File: src/rtl/branch_predictor_pkg.sv
// Shared types and helpers for the gshare branch predictor and its neighbours.
package branch_predictor_pkg;

    localparam int unsigned PC_W = 32;

    typedef enum logic [1:0] {
        CNT_SNT = 2'b00,
        CNT_WNT = 2'b01,
        CNT_WT  = 2'b10,
        CNT_ST  = 2'b11
    } bp_cnt_e;

    typedef enum logic {
        BP_INIT = 1'b0,
        BP_RUN  = 1'b1
    } bp_state_e;

    // A zero-length history still needs a one-bit carrier on the pipeline.
    function automatic int unsigned ghr_width(input int unsigned ghr_bits);
        return (ghr_bits == 0) ? 1 : ghr_bits;
    endfunction

endpackage

File: src/rtl/branch_predictor_if.sv
// Decode lookup, execute update and status bundle between the pipeline and the predictor.
interface branch_predictor_if #(
    parameter int unsigned GHR_W = 8,
    parameter int unsigned CNT_W = 32
);
    logic                                lookup_valid;
    logic [branch_predictor_pkg::PC_W-1:0] lookup_pc;
    logic                                branchpredicted;
    logic [GHR_W-1:0]                    lookup_ghr;
    logic                                update_valid;
    logic [branch_predictor_pkg::PC_W-1:0] update_pc;
    logic [GHR_W-1:0]                    update_ghr;
    logic                                update_taken;
    logic                                update_predicted;
    logic                                init_busy;
    logic [CNT_W-1:0]                    branch_count;
    logic [CNT_W-1:0]                    mispredict_count;

    modport master (
        output lookup_valid, lookup_pc,
        output update_valid, update_pc, update_ghr, update_taken, update_predicted,
        input  branchpredicted, lookup_ghr, init_busy, branch_count, mispredict_count
    );

    modport slave (
        input  lookup_valid, lookup_pc,
        input  update_valid, update_pc, update_ghr, update_taken, update_predicted,
        output branchpredicted, lookup_ghr, init_busy, branch_count, mispredict_count
    );
endinterface

File: src/rtl/branch_predictor_bht_ram.sv
// Branch history table: 2-bit counters, async reads for lookup and update, one sync write.
module branch_predictor_bht_ram #(
    parameter int unsigned IDX_BITS = 8
) (
    input  logic                clk,
    input  logic [IDX_BITS-1:0] lookup_addr,
    output logic [1:0]          lookup_data_c,
    input  logic [IDX_BITS-1:0] update_addr,
    output logic [1:0]          update_data_c,
    input  logic                wr_en,
    input  logic [IDX_BITS-1:0] wr_addr,
    input  logic [1:0]          wr_data
);
    localparam int unsigned DEPTH = 1 << IDX_BITS;

    logic [1:0] mem_q [DEPTH];

    always_ff @(posedge clk) begin
        if (wr_en) begin
            mem_q[wr_addr] <= wr_data;
        end
    end

    assign lookup_data_c = mem_q[lookup_addr];
    assign update_data_c = mem_q[update_addr];

endmodule

File: src/rtl/branch_predictor.sv
// Gshare predictor: zero-latency lookup, execute-time training, table clear after reset, stats.
module branch_predictor
    import branch_predictor_pkg::*;
#(
    parameter int unsigned IDX_BITS = 8,
    parameter int unsigned GHR_BITS = 8,
    parameter int unsigned CNT_W    = 32
) (
    input  logic              clk,
    input  logic              rst,
    branch_predictor_if.slave bp
);
    localparam int unsigned GHR_W = ghr_width(GHR_BITS);

    bp_state_e           state_q, state_d;
    logic [IDX_BITS-1:0] ptr_q, ptr_d;
    logic [GHR_W-1:0]    ghr_q, ghr_d;
    logic [CNT_W-1:0]    branch_cnt_q, branch_cnt_d;
    logic [CNT_W-1:0]    mispred_cnt_q, mispred_cnt_d;

    logic [IDX_BITS-1:0] lookup_idx_c, update_idx_c, wr_addr_c;
    logic [1:0]          lookup_cnt_c, update_cnt_c, wr_data_c;
    logic                wr_en_c;
    logic                unused_pc_bits_c;

    function automatic logic [IDX_BITS-1:0] hash_idx(input logic [PC_W-1:0]  pc,
                                                      input logic [GHR_W-1:0] ghr);
        logic [IDX_BITS-1:0] hist;
        hist = (GHR_BITS == 0) ? '0 : IDX_BITS'(ghr);
        return pc[IDX_BITS+1:2] ^ hist;
    endfunction

    function automatic logic [1:0] cnt_next(input logic [1:0] cnt, input logic taken);
        if (taken) begin
            return (cnt == CNT_ST) ? cnt : cnt + 2'd1;
        end
        return (cnt == CNT_SNT) ? cnt : cnt - 2'd1;
    endfunction

    assign lookup_idx_c = hash_idx(bp.lookup_pc, ghr_q);
    assign update_idx_c = hash_idx(bp.update_pc, bp.update_ghr);
    assign unused_pc_bits_c = ^{bp.lookup_pc[PC_W-1:IDX_BITS+2], bp.lookup_pc[1:0],
                                bp.update_pc[PC_W-1:IDX_BITS+2], bp.update_pc[1:0]};

    branch_predictor_bht_ram #(.IDX_BITS(IDX_BITS)) u_bht_ram (
        .clk           (clk),
        .lookup_addr   (lookup_idx_c),
        .lookup_data_c (lookup_cnt_c),
        .update_addr   (update_idx_c),
        .update_data_c (update_cnt_c),
        .wr_en         (wr_en_c),
        .wr_addr       (wr_addr_c),
        .wr_data       (wr_data_c)
    );

    // Init sweep owns the write port; afterwards it carries the trained counter.
    always_comb begin
        state_d       = state_q;
        ptr_d         = ptr_q;
        ghr_d         = ghr_q;
        branch_cnt_d  = branch_cnt_q;
        mispred_cnt_d = mispred_cnt_q;
        wr_en_c       = 1'b0;
        wr_addr_c     = ptr_q;
        wr_data_c     = CNT_WNT;
        case (state_q)
            BP_INIT: begin
                wr_en_c = 1'b1;
                ptr_d   = ptr_q + IDX_BITS'(1);
                if (ptr_q == '1) begin
                    state_d = BP_RUN;
                end
            end
            BP_RUN: begin
                if (bp.update_valid) begin
                    wr_en_c   = 1'b1;
                    wr_addr_c = update_idx_c;
                    wr_data_c = cnt_next(update_cnt_c, bp.update_taken);
                    ghr_d     = (GHR_BITS == 0) ? '0 : GHR_W'({ghr_q, bp.update_taken});
                    if (branch_cnt_q != '1) begin
                        branch_cnt_d = branch_cnt_q + CNT_W'(1);
                    end
                    if ((bp.update_taken != bp.update_predicted) && (mispred_cnt_q != '1)) begin
                        mispred_cnt_d = mispred_cnt_q + CNT_W'(1);
                    end
                end
            end
            default: state_d = BP_INIT;
        endcase
    end

    always_ff @(posedge clk) begin
        if (rst) begin
            state_q       <= BP_INIT;
            ptr_q         <= '0;
            ghr_q         <= '0;
            branch_cnt_q  <= '0;
            mispred_cnt_q <= '0;
        end else begin
            state_q       <= state_d;
            ptr_q         <= ptr_d;
            ghr_q         <= ghr_d;
            branch_cnt_q  <= branch_cnt_d;
            mispred_cnt_q <= mispred_cnt_d;
        end
    end

    // Prediction is combinational so decode sees it in the same cycle.
    assign bp.branchpredicted  = bp.lookup_valid & (state_q == BP_RUN) & lookup_cnt_c[1];
    assign bp.lookup_ghr       = ghr_q;
    assign bp.init_busy        = (state_q == BP_INIT);
    assign bp.branch_count     = branch_cnt_q;
    assign bp.mispredict_count = mispred_cnt_q;

endmodule

File: src/flat_wrapper.sv
// flat-port wrapper written by rule: the top's interface ports become plain ports
module branch_predictor_flat import branch_predictor_pkg::*;
#(
    parameter int unsigned IDX_BITS = 8,
    parameter int unsigned GHR_BITS = 8,
    parameter int unsigned CNT_W    = 32
)
  (clk, rst, bp_lookup_valid, bp_lookup_pc, bp_update_valid, bp_update_pc, bp_update_ghr, bp_update_taken, bp_update_predicted, bp_branchpredicted, bp_lookup_ghr, bp_init_busy, bp_branch_count, bp_mispredict_count);
  branch_predictor_if #(.GHR_W(8), .CNT_W(CNT_W)) bp_i ();
  input  logic clk;
  input  logic rst;
  input wire logic [$bits(bp_i.lookup_valid)-1:0] bp_lookup_valid;
  input wire logic [$bits(bp_i.lookup_pc)-1:0] bp_lookup_pc;
  input wire logic [$bits(bp_i.update_valid)-1:0] bp_update_valid;
  input wire logic [$bits(bp_i.update_pc)-1:0] bp_update_pc;
  input wire logic [$bits(bp_i.update_ghr)-1:0] bp_update_ghr;
  input wire logic [$bits(bp_i.update_taken)-1:0] bp_update_taken;
  input wire logic [$bits(bp_i.update_predicted)-1:0] bp_update_predicted;
  output wire logic [$bits(bp_i.branchpredicted)-1:0] bp_branchpredicted;
  output wire logic [$bits(bp_i.lookup_ghr)-1:0] bp_lookup_ghr;
  output wire logic [$bits(bp_i.init_busy)-1:0] bp_init_busy;
  output wire logic [$bits(bp_i.branch_count)-1:0] bp_branch_count;
  output wire logic [$bits(bp_i.mispredict_count)-1:0] bp_mispredict_count;
  assign bp_i.lookup_valid = bp_lookup_valid;
  assign bp_i.lookup_pc = bp_lookup_pc;
  assign bp_i.update_valid = bp_update_valid;
  assign bp_i.update_pc = bp_update_pc;
  assign bp_i.update_ghr = bp_update_ghr;
  assign bp_i.update_taken = bp_update_taken;
  assign bp_i.update_predicted = bp_update_predicted;
  assign bp_branchpredicted = bp_i.branchpredicted;
  assign bp_lookup_ghr = bp_i.lookup_ghr;
  assign bp_init_busy = bp_i.init_busy;
  assign bp_branch_count = bp_i.branch_count;
  assign bp_mispredict_count = bp_i.mispredict_count;
  branch_predictor #(.IDX_BITS(IDX_BITS), .GHR_BITS(GHR_BITS), .CNT_W(CNT_W)) u_core (.clk(clk), .rst(rst), .bp(bp_i));
endmodule
File: config.mk
export PLATFORM = sky130hd
export DESIGN_NAME = branch_predictor_flat
export DESIGN_NICKNAME = d
export VERILOG_FILES = /design/src/rtl/branch_predictor_pkg.sv /design/src/rtl/branch_predictor_if.sv /design/src/rtl/branch_predictor_bht_ram.sv /design/src/rtl/branch_predictor.sv /design/src/flat_wrapper.sv
export SDC_FILE = /design/constraint.sdc
export NUM_CORES = 1
export LEC_CHECK = 0
export ABC_CLOCK_PERIOD_IN_PS = 7370
export BUFFER_PORTS_ARGS = -buffer_cell sky130_fd_sc_hd__buf_2
export CORE_ASPECT_RATIO = 1.2
export CORE_UTILIZATION = 55
export DETAILED_ROUTE_END_ITERATION = 8
export GPL_TIMING_DRIVEN = 0
export PLACE_DENSITY = 0.76
export SLEW_MARGIN = 5
export SYNTH_ARGS = -nofsm -noshare
export SYNTH_HDL_FRONTEND = slang
export SYNTH_SLANG_ARGS = --single-unit
File: constraint.sdc
create_clock -name clk -period 7.37 [get_ports clk]
set_input_delay 0.737 -clock clk [delete_from_list [all_inputs] [get_ports clk]]
set_output_delay 0.737 -clock clk [all_outputs]
set_load 0.05 [all_outputs]
==> impl_metrics.yaml <==
outcome:
  run_status: "complete, no violations"
synthesis:
  yosys-top-cells-area: "edfxtp_1, mux4_2, dfxtp_1"
  synth.most_common_cell: "edfxtp_1"
  async_flop_share: 0
  synth_cell_types: 60
  ys_warn_count: 0
  yosys.area.top_type_share: 0.5762
  synth_cells: 1738
  postSynthNetCount: 1819
  syn-cell-area_sq_mm: 0.02668
  synth_edf_count: 512
  ys.flop_type: "edfxtp_1"
  avgSynthCellArea_sq_um: 15.35
  yosysTopAreaCell: "edfxtp_1"
  ys_top_cells_by_count: "edfxtp_1, nor2_1, mux4_2, nand2_1, dfxtp_1"
  yosysSeqAreaShare: 0.6370
  ys_seq_elements: 593
clock_tree:
  htreeDepth: 2
  cts_tree: "yes"
  cts_hold_buffers: 0
  clockRootBuffer: "clkbuf_16"
  cts.clk_slew.worst_paths_ns: 0.06
  postCtsSetupRepairBufs: 0
  cts_made_buffers: 56
  clock-sinks: 593
  clock_latency_ns: 0.64
  cts_buffer_depth: 3
  cts-resized-gates: 0
floorplanning:
  core_area_sq_mm: 0.04801
  fp.dieW_um: 203.1
  ios: 152
  start_util: 0.5558
  die-area_sq_mm: 0.04940
  rows: 88
  chipHeight_um: 243.3
critical_path:
  critical_path_required_ns: 6.63
  start_kind: "register"
  crit_fanout: 10
  arrival_ns: 5.35
  end_kind: "primary output"
  crit_type: "register to primary output"
global_routing:
  grt_max_degree: 97
  grt.total_usage: 0.3382
  antenna_found_initial: 1
  grt_pass1_vias: 17490
  grt_pass1_wl_mm: 118.3
  grt-ovfl-total: 0
placed_design:
  dp_hpwl_mm: 55.50
  post_dp_cell_area_sq_mm: 0.02813
  io_buffers: 102
  pre_cts_ws_ns: 1.106
  routabilityCongestion: 1.014
sta:
  hold_slack_ns: 0.4402
  hold_viol_final: 0
  clock.fmax_mhz: 164.3
  rsz0062_at_grt: "no"
  tightest_slew_ns: 1.383
  drv_slew: 0
  min_period_over_period: 0.8258
  slew_headroom: 0.07798
  setup_viol: 0
  fin_crit_ns: 6.086
  fin_ws_ns: 1.284
  skew_ns: 0.02215
route:
  wl_mm: 82.38
  dr.pass1.iters: 8
  avgViaCountPerCell: 6.900
  avgRoutedWirePerCell_um: 31.91
  final_antenna_net_count: 0
  drt-initial-drc-count: 3354
  vias: 17820
  drc: 0
pwr:
  p_leak_nw: 10.87
  vdd.ir_drop.worst_mv: 0.2043
  powerDensity_mw_per_mm2: 234.4
  total_power_w: 0.007024
final_layout:
  fin_area_sq_mm: 0.02997
  drive_above_1_share: 0.2349
  synthToLayoutAreaGrowth_pct: 12.31
  final_nets: 1984
flow_run:
  max_cap_viol_count: 0
min_path:
  hold_class: "primary input to register"
[routing by layer]
| layer | vias up | track usage | share of wire |
|---|---|---|---|
| met1 | 8846 | 0.4224 | 0.34 |
| met5 | - | 0 | 0.00016 |
| li1 | 7102 | - | - |
| met4 | 2 | 0.2052 | 0.068 |
| met2 | 1532 | 0.5320 | 0.47 |
| met3 | 334 | 0.08801 | 0.12 |
[flip-flops by register name (all words and copies together), names as in the netlist]
name and flops:
u_core.bp.branch_count 32, u_core.bp.lookup_ghr 8, u_core.bp.mispredict_count 32, u_core.ptr_q 8, u_core.state_q 1, u_core.u_bht_ram.mem_q 512
[worst paths after layout]
kind                                        end                           from  cells after the start  slack, ns
setup reg to reg  u_core.u_bht_ram.mem_q[33][0]  u_core.u_bht_ram.mem_q[63][0]                      8       3.04
setup / recovery             bp_branchpredicted        u_core.bp.lookup_ghr[1]                      9       1.28
hold / removal          u_core.bp.lookup_ghr[0]                bp_update_taken                      3       0.44
hold reg to reg         u_core.bp.lookup_ghr[3]        u_core.bp.lookup_ghr[3]                      2       0.50
[layout make-up]
class	count	area (sq um)
fill	3415	18040
sequential	593	17000
multi-input combinational	1037	9171
clock buffer	63	1449
tap	630	788.3
timing repair buffer	107	631.9
buffer	103	520.5
clock inverter	42	385.4
inverter	5	18.77
antenna	2	5.005
[cells in the final DEF (no fill, tap or decap), drive strengths merged, types with 7 or more instances in the layout]
cell        n
and2       10
clkbuf    128
a21oi      34
clkinv     25
nor4       12
nand3      31
and3       10
inv         8
buf       145
nand2     116
o22ai       7
mux4      211
mux2i      15
nor2      342
or3        13
o21ai      25
dfxtp      81
edfxtp    512
a22oi      28
and4       10
clkinvlp    8
xor2       55
nand4      21
xnor2      26
nor3        8
[worst max-delay path, cell delays in order (launching register included)]
cell and delay [ns]:
dfxtp_1 0.39, xor2_1 1.06, clkbuf_1 1.06, mux4_2 0.47
mux4_2 0.54, mux4_2 0.53, mux2_2 0.28, nand4_1 0.08
o31ai_1 0.08, buf_2 0.22
[power breakdown]
group	internal [W]	switching, W	total, W
sequential	0.00359	0.00000277	0.00360
combinational	0.000141	0.000356	0.000497
clock	0.00163	0.00130	0.00293
total	0.00536	0.00166	0.00702
[stage by stage]
stage | instances | util | setup TNS, ns
after floorplan | 1738 | - | 0
after global placement | 2470 | 0.5829 | -2149.97
after detailed placement | 2475 | 0.5859 | 0
after CTS | 2580 | 0.6241 | 0
after global routing | 2580 | 0.6241 | 0
final | 2582 | 0.6242 | 0
[cells by family after synthesis]
group,after synthesis,share of synthesized area
compound gates,130,0.03179
xor+xnor,81,0.02743
fa+ha+maj,5,0.002204
buf+inv,108,0.02021
flops,593,0.6370
mux,230,0.1858
simple gates,591,0.09552
No activity file was read; power rests on OpenSTA's default activity.
